## src/rtl/alu_seq_if.sv

```systemverilog
// Operand-issue / result-writeback handshake bundle for alu_seq.
// The issuer drives the master side and the ALU implements the slave side.
interface alu_seq_if #(
  parameter int unsigned WIDTH = 4
);
  logic                 in_valid;
  logic                 in_ready;
  logic [2:0]           alu_code;
  logic [WIDTH-1:0]     a;
  logic [WIDTH-1:0]     b;
  logic                 out_valid;
  logic                 out_ready;
  logic [2*WIDTH-1:0]   result;
  logic                 flag_c;
  logic                 flag_z;

  modport master (
    output in_valid, alu_code, a, b, out_ready,
    input  in_ready, out_valid, result, flag_c, flag_z
  );

  modport slave (
    input  in_valid, alu_code, a, b, out_ready,
    output in_ready, out_valid, result, flag_c, flag_z
  );
endinterface

```

## src/rtl/alu_seq.sv

```systemverilog
// Handshaked ALU: single-cycle logic/arithmetic ops and a WIDTH-cycle shift-add
// multiply, returning a registered 2*WIDTH-bit result with carry and zero flags.
module alu_seq #(
  parameter int unsigned WIDTH = 4
) (
  input  logic   clk,
  input  logic   rst_n,
  alu_seq_if.slave bus
);
  localparam int unsigned RW = 2 * WIDTH;
  localparam int unsigned CW = (WIDTH > 2) ? $clog2(WIDTH) : 1;

  typedef enum logic [1:0] {
    S_IDLE,
    S_MUL,
    S_DONE
  } state_t;

  typedef enum logic [2:0] {
    OP_ADD = 3'b000,
    OP_SUB = 3'b001,
    OP_MUL = 3'b010,
    OP_AND = 3'b011,
    OP_OR  = 3'b100,
    OP_XOR = 3'b101,
    OP_SHL = 3'b110,
    OP_SHR = 3'b111
  } op_t;

  state_t          r_state;
  state_t          w_next;
  logic [RW-1:0]   r_result;
  logic            r_flag_c;
  logic            r_flag_z;
  logic [RW-1:0]   r_acc;
  logic [RW-1:0]   r_mcand;
  logic [WIDTH-1:0] r_mplier;
  logic [CW-1:0]   r_cnt;

  logic            w_accept;
  logic            w_is_mul;
  logic            w_last;
  logic [WIDTH:0]  w_sum;
  logic [WIDTH:0]  w_diff;
  logic [RW-1:0]   w_res;
  logic            w_c;
  logic [RW-1:0]   w_acc_next;

  assign w_accept = bus.in_valid && (r_state == S_IDLE);
  assign w_is_mul = (op_t'(bus.alu_code) == OP_MUL);
  assign w_last   = (r_cnt == CW'(WIDTH - 1));

  assign bus.result = r_result;
  assign bus.flag_c = r_flag_c;
  assign bus.flag_z = r_flag_z;

  always_ff @(posedge clk or negedge rst_n) begin
    if (!rst_n) begin
      r_state <= S_IDLE;
    end else begin
      r_state <= w_next;
    end
  end

  always_comb begin
    w_next        = r_state;
    bus.in_ready  = 1'b0;
    bus.out_valid = 1'b0;
    case (r_state)
      S_IDLE: begin
        bus.in_ready = 1'b1;
        if (w_accept) begin
          w_next = w_is_mul ? S_MUL : S_DONE;
        end
      end
      S_MUL: begin
        if (w_last) begin
          w_next = S_DONE;
        end
      end
      S_DONE: begin
        bus.out_valid = 1'b1;
        if (bus.out_ready) begin
          w_next = S_IDLE;
        end
      end
      default: w_next = S_IDLE;
    endcase
  end

  // Single-cycle ops; operands are extended one bit so carry/borrow fall out of bit WIDTH.
  always_comb begin
    w_res  = '0;
    w_c    = 1'b0;
    w_sum  = {1'b0, bus.a} + {1'b0, bus.b};
    w_diff = {1'b0, bus.a} - {1'b0, bus.b};
    case (op_t'(bus.alu_code))
      OP_ADD: begin
        w_res = RW'(w_sum);
        w_c   = w_sum[WIDTH];
      end
      OP_SUB: begin
        w_res = RW'(w_diff[WIDTH-1:0]);
        w_c   = w_diff[WIDTH];
      end
      OP_AND: w_res = RW'(bus.a & bus.b);
      OP_OR:  w_res = RW'(bus.a | bus.b);
      OP_XOR: w_res = RW'(bus.a ^ bus.b);
      OP_SHL: begin
        w_res = RW'({bus.a[WIDTH-2:0], 1'b0});
        w_c   = bus.a[WIDTH-1];
      end
      OP_SHR: begin
        w_res = RW'({1'b0, bus.a[WIDTH-1:1]});
        w_c   = bus.a[0];
      end
      default: begin
        w_res = '0;
        w_c   = 1'b0;
      end
    endcase
  end

  assign w_acc_next = r_mplier[0] ? (r_acc + (r_mcand << r_cnt)) : r_acc;

  always_ff @(posedge clk or negedge rst_n) begin
    if (!rst_n) begin
      r_result <= '0;
      r_flag_c <= 1'b0;
      r_flag_z <= 1'b0;
      r_acc    <= '0;
      r_mcand  <= '0;
      r_mplier <= '0;
      r_cnt    <= '0;
    end else if (w_accept) begin
      r_mcand  <= RW'(bus.a);
      r_mplier <= bus.b;
      r_acc    <= '0;
      r_cnt    <= '0;
      if (!w_is_mul) begin
        r_result <= w_res;
        r_flag_c <= w_c;
        r_flag_z <= (w_res == '0);
      end
    end else if (r_state == S_MUL) begin
      r_acc    <= w_acc_next;
      r_mplier <= r_mplier >> 1;
      if (w_last) begin
        r_result <= w_acc_next;
        r_flag_c <= |w_acc_next[RW-1:WIDTH];
        r_flag_z <= (w_acc_next == '0);
      end else begin
        r_cnt <= r_cnt + 1'b1;
      end
    end
  end
endmodule

```

## src/flat_wrapper.sv

```systemverilog
// flat-port wrapper written by rule: the top's interface ports become plain ports
module alu_seq_flat 
#(
  parameter int unsigned WIDTH = 4
)
  (clk, rst_n, bus_in_valid, bus_alu_code, bus_a, bus_b, bus_out_ready, bus_in_ready, bus_out_valid, bus_result, bus_flag_c, bus_flag_z);
  alu_seq_if #(.WIDTH(WIDTH)) bus_i ();
  input  logic clk;
  input  logic rst_n;
  input wire logic [$bits(bus_i.in_valid)-1:0] bus_in_valid;
  input wire logic [$bits(bus_i.alu_code)-1:0] bus_alu_code;
  input wire logic [$bits(bus_i.a)-1:0] bus_a;
  input wire logic [$bits(bus_i.b)-1:0] bus_b;
  input wire logic [$bits(bus_i.out_ready)-1:0] bus_out_ready;
  output wire logic [$bits(bus_i.in_ready)-1:0] bus_in_ready;
  output wire logic [$bits(bus_i.out_valid)-1:0] bus_out_valid;
  output wire logic [$bits(bus_i.result)-1:0] bus_result;
  output wire logic [$bits(bus_i.flag_c)-1:0] bus_flag_c;
  output wire logic [$bits(bus_i.flag_z)-1:0] bus_flag_z;
  assign bus_i.in_valid = bus_in_valid;
  assign bus_i.alu_code = bus_alu_code;
  assign bus_i.a = bus_a;
  assign bus_i.b = bus_b;
  assign bus_i.out_ready = bus_out_ready;
  assign bus_in_ready = bus_i.in_ready;
  assign bus_out_valid = bus_i.out_valid;
  assign bus_result = bus_i.result;
  assign bus_flag_c = bus_i.flag_c;
  assign bus_flag_z = bus_i.flag_z;
  alu_seq #(.WIDTH(WIDTH)) u_core (.clk(clk), .rst_n(rst_n), .bus(bus_i));
endmodule
```

## config.mk

```make
export PLATFORM = sky130hd
export DESIGN_NAME = alu_seq_flat
export DESIGN_NICKNAME = d
export VERILOG_FILES = /design/src/rtl/alu_seq_if.sv /design/src/rtl/alu_seq.sv /design/src/flat_wrapper.sv
export SDC_FILE = /design/constraint.sdc
export NUM_CORES = 1
export LEC_CHECK = 0
export ABC_AREA = 0
export CORE_MARGIN = 1.5
export CORE_UTILIZATION = 30
export DETAILED_ROUTE_END_ITERATION = 10
export GPL_TIMING_DRIVEN = 0
export PLACE_DENSITY = 0.52
export RECOVER_POWER = 25
export SKIP_CTS_REPAIR_TIMING = 1
export SYNTH_ARGS = -nofsm -noshare
export SYNTH_HDL_FRONTEND = slang
export SYNTH_SLANG_ARGS = --single-unit
```

## constraint.sdc

```tcl
create_clock -name clk -period 4 [get_ports clk]
set_input_delay 0.8 -clock clk [delete_from_list [all_inputs] [get_ports clk]]
set_output_delay 0.8 -clock clk [all_outputs]
set_load 0.01 [all_outputs]
```

==> impl_metrics.toml, run 1 <==
[detailed_routing]
ant_nets = 0
dr.pass1.iters = 4
drt_iter0_drc = 94
remaining_drc_errors = 0
via_per_inst = 5.05
routedWlPerCell_um = 14.8
totalWireLength_um = 6050
num_vias = 2067

[cts]
cts_tree = "done"
clock_path_buffers = 2
h-tree-depth = 2
clock_latency_ps = 280
cts_root_buf = "clkbuf_8"
clk_pin_slew_ps = 60
clkSinkCount = 30
cts_inserted_buffers = 5

[critical_path]
worst-endpoint-arrival_ps = 3160
critPathTopFamily = "compound AO/OA/AOI/OAI gates"
crit_slowest_cell = "ha_1"
timing.critical_path.cells = "clkbuf_1 -> mux2_2 -> nand2_1 -> o21ai_0 -> ha_1 -> a21oi_1 -> o211ai_1 -> and3_2 -> xnor2_1 -> and2_1 -> o221ai_2"
cp-start-kind = "register"
cpPeakStageDelay_ps = 420
rr_startpoint = "u_core.r_cnt[1]$_DFFE_PN0P_"
crit_buf_inv = 1
crit_type = "reg2reg"
crit_path_max_fanout = 9
startpoint = "u_core.r_cnt[1]$_DFFE_PN0P_"
required_ps = 4140
cp-end-kind = "register"

[floorplanning]
core_um2 = 7650
dieHeight_um = 91.5
ios = 27
die_area_um2 = 8380
dieWidth_um = 91.5
row_count = 32
start_util_pct = 30.7

[global_route]
grt_max_degree = 31
gr-total-overflow = 0
grt_pass1_wl_um = 10200
antenna_found_initial = 0
gr-usage-all-layers_pct = 15.3
grt_pass1_vias = 1968

[cells_and_area]
area_growth_pct = 19.7
final_core_util_pct = 36.8
seqCellArea_um2 = 751
final_common_cell = "nand2_1"
fill_cells = 783
final_cell_mix = "39 x nand2_1, 30 x dfrtp_1, 27 x o21ai_0"
drive_above_1_share_pct = 8.47
nNetsFinal = 346
multi_input_area_um2 = 1490
diodes = 0

[sta]
min_period_ps = 3020
maxSlewHeadroom_pct = -10.7
clock.fmax_mhz = 331
rsz0062_at_grt = "false"
finalMaxSlewViolations = 31
setup-violations-final = 0
worst_slew_pin_slew_ps = 1660
finalCritPeriodShare_pct = 75.5
skew_ps = 3.76
final-hold-violation-count = 0
tns_ps = 0

[synthesis]
synth_warnings = 0
yosys-top-cells-area = "dfrtp_1 32%, ha_1 11%, nand2_1 6.2%"
synthSimpleGateAreaFrac_pct = 20.7
ys_ff_latch = 30
synth_xor_area_share_pct = 2.24
synthMuxAreaShare_pct = 6.12
synth_compound_area_share_pct = 21.0
seq_area_frac_synth_pct = 31.9
synth.distinct_cells = 50
synth_top_family_by_area = "compound AO/OA/AOI/OAI gates"
synth_area_leader_cell = "dfrtp_1"
avgSynthCellArea_um2 = 8.55
synth_top_area_share_pct = 31.9
synth_nets = 313
synthCells = 275
syn_area_um2 = 2350
synth_fa_ha_area_share_pct = 13.2

[place]
gp_congestion = 0.867
dpl.hpwl_um = 4660
portBuffers = 26

[run_status]
violations = "max-capacitance violations, max-slew violations"
outcome = "complete, but fails checks"

[job]
drv_cap = 1

[power_and_ir_drop]
ir_drop_uv = 236
p_leak_uw = 0.00124
power_density_nw_per_um2 = 385

[min_path]
hold_path_startpoint = "u_core.bus.result[6]$_DFFE_PN0P_"
hp-class = "reg2reg"
[cell usage after synthesis (all sizes together)]
cell / count
nand2: 40
dfrtp: 30
o21ai: 29
ha: 20
a21oi: 19
inv: 14
nor2: 14
mux2i: 11
nand3: 11
buf: 7
nor3: 7
clkbuf: 6
nand2b: 5
a22oi: 4
and3: 4
o211ai: 4
xnor2: 4
fa: 3
mux2: 3
nand3b: 3
nor2b: 3
o221ai: 3
o22ai: 3
a211oi: 2
a21o: 2
a311oi: 2
and2: 2
nor4: 2
o2111a: 2
o21bai: 2
o31ai: 2
xor2: 2
a2111oi: 1
a21boi: 1
a31o: 1
and2b: 1
and4b: 1
nand4: 1
nand4b: 1
nand4bb: 1
nor3b: 1
o311ai: 1
[final cells by class]
class                   count  area share (%)
flip-flops and latches     30            26.7
inverters                  14            1.87
repair buffers             26            9.02
multi-input cells         218            52.8
well taps                 102            4.53
clock buffers               6            2.93
plain buffers              13            2.13
[sequential cells by signal, summed over array words and instances, names as in the netlist]
signal             flops
u_core.r_state         2
u_core.bus.result      8
u_core.bus.flag_c      1
u_core.r_mcand         4
u_core.r_acc           8
u_core.r_mplier        4
u_core.bus.flag_z      1
u_core.r_cnt           2
[path summary, 6_finish.rpt]
| check | slack, ps | cells after the start | to |
|---|---|---|---|
| hold / removal | 480 | 2 | u_core.bus.result[6]$_DFFE_PN0P_ |
| setup reg to reg | 980 | 11 | u_core.bus.flag_c$_DFFE_PN0P_ |
| setup / recovery | 980 | 11 | u_core.bus.flag_c$_DFFE_PN0P_ |
| min in group asynchronous | 940 | 1 | u_core.r_acc[5]$_DFFE_PN0P_ |
| hold reg to reg | 480 | 2 | u_core.bus.result[6]$_DFFE_PN0P_ |
| max in group asynchronous | 2090 | 1 | u_core.r_mcand[1]$_DFFE_PN0P_ |
[power by group]
group / internal (µW) / total, µW / switching [µW]
Clock: 132 / 237 / 105
Combinational: 196 / 438 / 242
Sequential: 362 / 409 / 47.1
Total: 690 / 1080 / 394
[per-layer routing]
layer	GRT usage, %	vias up	wire (µm)
li1	-	1052	-
met4	2.73	0	36
met2	23.6	39	2730
met3	3.02	4	196
met5	0	-	0
met1	22.3	972	3090
[cells by family after synthesis]
logic type      after synthesis
compound gates               78
xor+xnor                      6
fa+ha+maj                    23
buf+inv                      27
flops                        30
mux                          14
simple gates                 97
[through the flow]
stage | cells | total power [µW] | cell area, µm² | worst slack, ps | hold slack (ps)
2_1_floorplan | 275 | 682 | 2350 | 1440 | 447
3_3_place_gp | 403 | 851 | 2740 | 784 | 459
3_5_place_dp | 403 | 851 | 2730 | 785 | 470
4_1_cts | 409 | 1090 | 2820 | 997 | 485
5_1_grt | 409 | 1170 | 2820 | 704 | 511
6_report | 409 | 1080 | 2820 | 979 | 477
[worst register-to-register path: stages, from the launching register on]
cell and delay, ps:
dfrtp_1 340, clkbuf_1 300, mux2_2 390, nand2_1 70, o21ai_0 130, ha_1 420
a21oi_1 300, o211ai_1 130, and3_2 240, xnor2_1 270, and2_1 200, o221ai_2 110
No activity file was read; power rests on OpenSTA's default activity.
==> run 2, diff against run 1 <==
clock period = 2.8 ns   (was 4 ns; I/O delays follow)
==> run 2 against run 1 <==
  * The flow still finishes with violations (max-capacitance violations, max-slew violations)
  * Register-to-register slack got worse by 780 ps
  * Sequential share of layout area fell by 0.25 points
  * Critical path depth fell by 2
  * First-iteration DRC count fell by 7.4%
  * Total power rose by 44%
  * Final area rose by 1.3%
  * Utilization rose by 0.47 points
  * Sequential power rose by 45%
  * Clock power rose by 43%
==> impl_metrics.toml, run 2 (synthesis results as in run 1) <==
[run_status]
outcome = "complete, but fails checks"
violations = "max-capacitance violations, max-slew violations"

[global_route]
antenna_found_initial = 0
gr-total-overflow = 0
grt_pass1_vias = 1968
grt_pass1_wl_um = 10200
grt_max_degree = 31
gr-usage-all-layers_pct = 15.3

[detailed_routing]
drt_iter0_drc = 87
num_vias = 2083
ant_nets = 0
dr.pass1.iters = 4
via_per_inst = 5.09
totalWireLength_um = 6060
routedWlPerCell_um = 14.8
remaining_drc_errors = 0

[power_and_ir_drop]
p_leak_uw = 0.00125
ir_drop_uv = 337
power_density_nw_per_um2 = 547

[cells_and_area]
final_common_cell = "nand2_1"
final_cell_mix = "39 x nand2_1, 28 x dfrtp_1, 27 x o21ai_0"
diodes = 0
area_growth_pct = 21.3
final_core_util_pct = 37.3
stdcell_count = 409
nNetsFinal = 346
drive_above_1_share_pct = 11.4

[cts]
clk_pin_slew_ps = 60
clock_path_buffers = 2
cts_inserted_buffers = 5
cts_root_buf = "clkbuf_8"
clock_latency_ps = 280
h-tree-depth = 2
cts_tree = "done"
clkSinkCount = 30

[critical_path]
crit_slowest_cell = "clkdlybuf4s50_1"
cpPeakStageDelay_ps = 540
cp-end-kind = "register"
crit_type = "in2reg"
cp-start-kind = "primary input"
r2r_slack_ps = 200
timing.critical_path.cells = "clkdlybuf4s50_1 -> inv_1 -> ha_1 -> fa_1 -> and3_1 -> o311ai_1 -> nand3_1 -> nand4b_1 -> o211ai_1"
worst-endpoint-arrival_ps = 2810
crit_path_max_fanout = 4
required_ps = 2990

[sta]
clock.fmax_mhz = 382
whs_ps = 477
skew_ps = 4.95
min_period_ps = 2620
worst_slew_pin_slew_ps = 1650
maxSlewHeadroom_pct = -10.2
final-hold-violation-count = 0
finalMaxSlewViolations = 31
setup-violations-final = 0
finalCritPeriodShare_pct = 93.5

[job]
drv_cap = 1

[place]
gp_congestion = 0.867
dp.cells = 403
portBuffers = 26
dpl.hpwl_um = 4660

[min_path]
hp-class = "reg2reg"

[floorplanning]
dieHeight_um = 91.5
start_util_pct = 30.7
row_count = 32
die_area_um2 = 8380
dieWidth_um = 91.5
core_um2 = 7650
ios = 27
==> run 2: changes by cell type in the layout (fill, tap and decap cells not counted), moves of 2 or more <==
cell / previous run / this run
dfrtp_2: 0 / 2
buf_4: 1 / 3
dfrtp_1: 30 / 28
clkbuf_1: 7 / 5
==> run 2: layout make-up <==
cell class,count,area (µm²)
inverter,14,52.6
buffer,11,52.6
multi-input combinational,218,1510
clock buffer,6,82.6
tap,102,128
fill,779,4800
timing repair buffer,28,269
sequential,30,753
==> run 2: worst paths after layout <==
kind / from / endpoint / depth (start not counted)
setup / recovery: bus_a[0] / u_core.bus.flag_z$_DFFE_PN0P_ / 9
setup reg to reg: u_core.r_cnt[1]$_DFFE_PN0P_ / u_core.bus.flag_c$_DFFE_PN0P_ / 10
hold / removal: u_core.bus.result[6]$_DFFE_PN0P_ / u_core.bus.result[6]$_DFFE_PN0P_ / 2
hold reg to reg: u_core.bus.result[6]$_DFFE_PN0P_ / u_core.bus.result[6]$_DFFE_PN0P_ / 2
max in group asynchronous: rst_n / u_core.r_cnt[0]$_DFFE_PN0P_ / 1
min in group asynchronous: rst_n / u_core.r_acc[5]$_DFFE_PN0P_ / 1
==> run 2: critical path: cells and delay by family <==
kind                     cells  cell delay [ps]
buffers and inverters        2              640
AND/OR/NAND/NOR              3              540
AO/OA/AOI/OAI                2              420
adder cells (fa/ha/maj)      2              640
==> run 2: report_power, final <==
part | internal (µW) | switching [µW] | leakage, µW
Combinational | 285 | 342 | 0.000816
Sequential | 518 | 74.8 | 0.000392
Clock | 189 | 151 | 0.0000431
==> run 2: layer usage <==
layer,part of all wire (%),vias up,GRT usage (%)
met5,0,-,0
met1,50,979,22.3
met4,0.59,0,2.73
li1,-,1058,-
met2,46,42,23.6
met3,3.3,4,3.02
==> run 2: stage by stage <==
stage	setup WS (ps)	total power (µW)	area (µm²)	TNS, ps
after global routing	-5.91	1680	2850	-5.91
after floorplan	243	975	2350	0
after detailed placement	-178	1220	2730	-574
after CTS	-203	1560	2820	-300
final	183	1560	2850	0
after global placement	-176	1220	2740	-545
==> run 3, diff against run 2 <==
CTS_CLUSTER_DIAMETER = 150   (was unset)
==> results of run 3 <==
Same layout as run 2: the final DEF is identical, and so are final timing and power.
==> edit, RTL diff (flow settings as in run 2) <==
`WIDTH` is set to 4 in 3 places; all go to 2.
--- a/src/rtl/alu_seq_if.sv
+++ b/src/rtl/alu_seq_if.sv
@@ -1,7 +1,7 @@
 // Operand-issue / result-writeback handshake bundle for alu_seq.
 // The issuer drives the master side and the ALU implements the slave side.
 interface alu_seq_if #(
-  parameter int unsigned WIDTH = 4
+  parameter int unsigned WIDTH = 2
 );
   logic                 in_valid;
   logic                 in_ready;
--- a/src/rtl/alu_seq.sv
+++ b/src/rtl/alu_seq.sv
@@ -1,7 +1,7 @@
 // Handshaked ALU: single-cycle logic/arithmetic ops and a WIDTH-cycle shift-add
 // multiply, returning a registered 2*WIDTH-bit result with carry and zero flags.
 module alu_seq #(
-  parameter int unsigned WIDTH = 4
+  parameter int unsigned WIDTH = 2
 ) (
   input  logic   clk,
   input  logic   rst_n,
--- a/src/flat_wrapper.sv
+++ b/src/flat_wrapper.sv
@@ -1,7 +1,7 @@
 // flat-port wrapper written by rule: the top's interface ports become plain ports
 module alu_seq_flat 
 #(
-  parameter int unsigned WIDTH = 4
+  parameter int unsigned WIDTH = 2
 )
   (clk, rst_n, bus_in_valid, bus_alu_code, bus_a, bus_b, bus_out_ready, bus_in_ready, bus_out_valid, bus_result, bus_flag_c, bus_flag_z);
   alu_seq_if #(.WIDTH(WIDTH)) bus_i ();
Ports: changed (resized bus_a, bus_b and bus_result); port bits go from 27 to 19. The function was not compared with the original's and may differ.
==> edit against run 2 <==
- clock power shrank 46%
- register-to-register slack gained 390 ps
- core utilization grew 2.3 points
- setup slack gained 120 ps
- cell area shrank 48%
- sequential power shrank 36%
- synthesized area shrank 48%
- total power shrank 32%
- sequential cell count shrank 13
- routed wire length shrank 60%
==> edit: results (changes against run 2) <==
[grt]
grt_pass1_wl_um=4280  ; was 10200 um
grt_use_met1_pct=17.4  ; was 22.3%
grt_pass1_vias=917  ; was 1968
grtUsageMet3_pct=2.20  ; was 3.02%

[placed_design]
port_buffers=17  ; was 26
gp_congestion=0.846  ; was 0.867
dpl-instance-area_sq_um=1450  ; was 2730 sq um

[layout]
drive_gt1_share_pct=15.4  ; was 11.4%
final_util_pct=39.6  ; was 37.3%
multiInputGateArea_sq_um=712  ; was 1510 sq um
clock_area_share_pct=3.10  ; was 2.90%
bufAreaShareNonClock_pct=14.9  ; was 11.3%
seq_cell_count=17  ; was 30
n_fill_cell=370  ; was 779
nonClockBufferCount=24  ; was 39
layout.nets=172  ; was 346
area_growth_pct=22.7  ; was 21.3%

[run_status]
outcome=finished clean  ; was finished with violations

[drt]
met2_length_um=1070  ; was 2800 um
post_drt_via_cell_ratio=4.76  ; was 5.09
wl_um=2420  ; was 6060 um
wl_met3_um=67  ; was 200 um

[critical_path]
reg2reg_depth=7  ; was 10

[logic_synthesis]
synth_area_leaders=dfrtp_1, ha_1, o21ai_0  ; was dfrtp_1, ha_1, nand2_1
synthMuxAreaShare_pct=7.30  ; was 6.12%

[timing]
setup_ws_ps=305  ; was 183 ps
clock_skew_ps=5.29  ; was 4.95 ps

[worst_hold_path]
hold_path.startpoint=u_core.bus.result[0]  ; was u_core.bus.result[6]

[power]
p_per_area_nw_per_um2=710  ; was 547 nW/um^2
peakVddDrop_uv=170  ; was 337 uV

[edit: changes by cell type after synthesis, moves of 6 or more]
| cell | change |
|---|---|
| a21oi_1 | -15 |
| dfrtp_1 | -13 |
| ha_1 | -12 |
| inv_1 | -6 |
| mux2i_1 | -7 |
| nand2_1 | -25 |
| nor2_1 | -6 |
| o21ai_0 | -11 |
[edit: logic make-up after synthesis]
family / after synthesis
AND/OR/NAND/NOR: 45
AO/OA/AOI/OAI: 31
flip-flops: 17
buffers and inverters: 14
adder cells (fa/ha/maj): 11
multiplexers: 8
XOR/XNOR: 2
[edit: worst register-to-register path: cells and delay by family (launching register included)]
family          cells  cell delay, ps
flops               1             450
mux                 2             680
fa+ha+maj           1             410
simple gates        1              60
xor+xnor            1             160
compound gates      2             330
[edit: report_power, final]
group	total [mW]	internal [mW]	leakage [nW]	switching [mW]
Clock	0.185	0.0988	0.0255	0.0863
Combinational	0.495	0.256	0.424	0.239
Sequential	0.379	0.323	0.222	0.0565
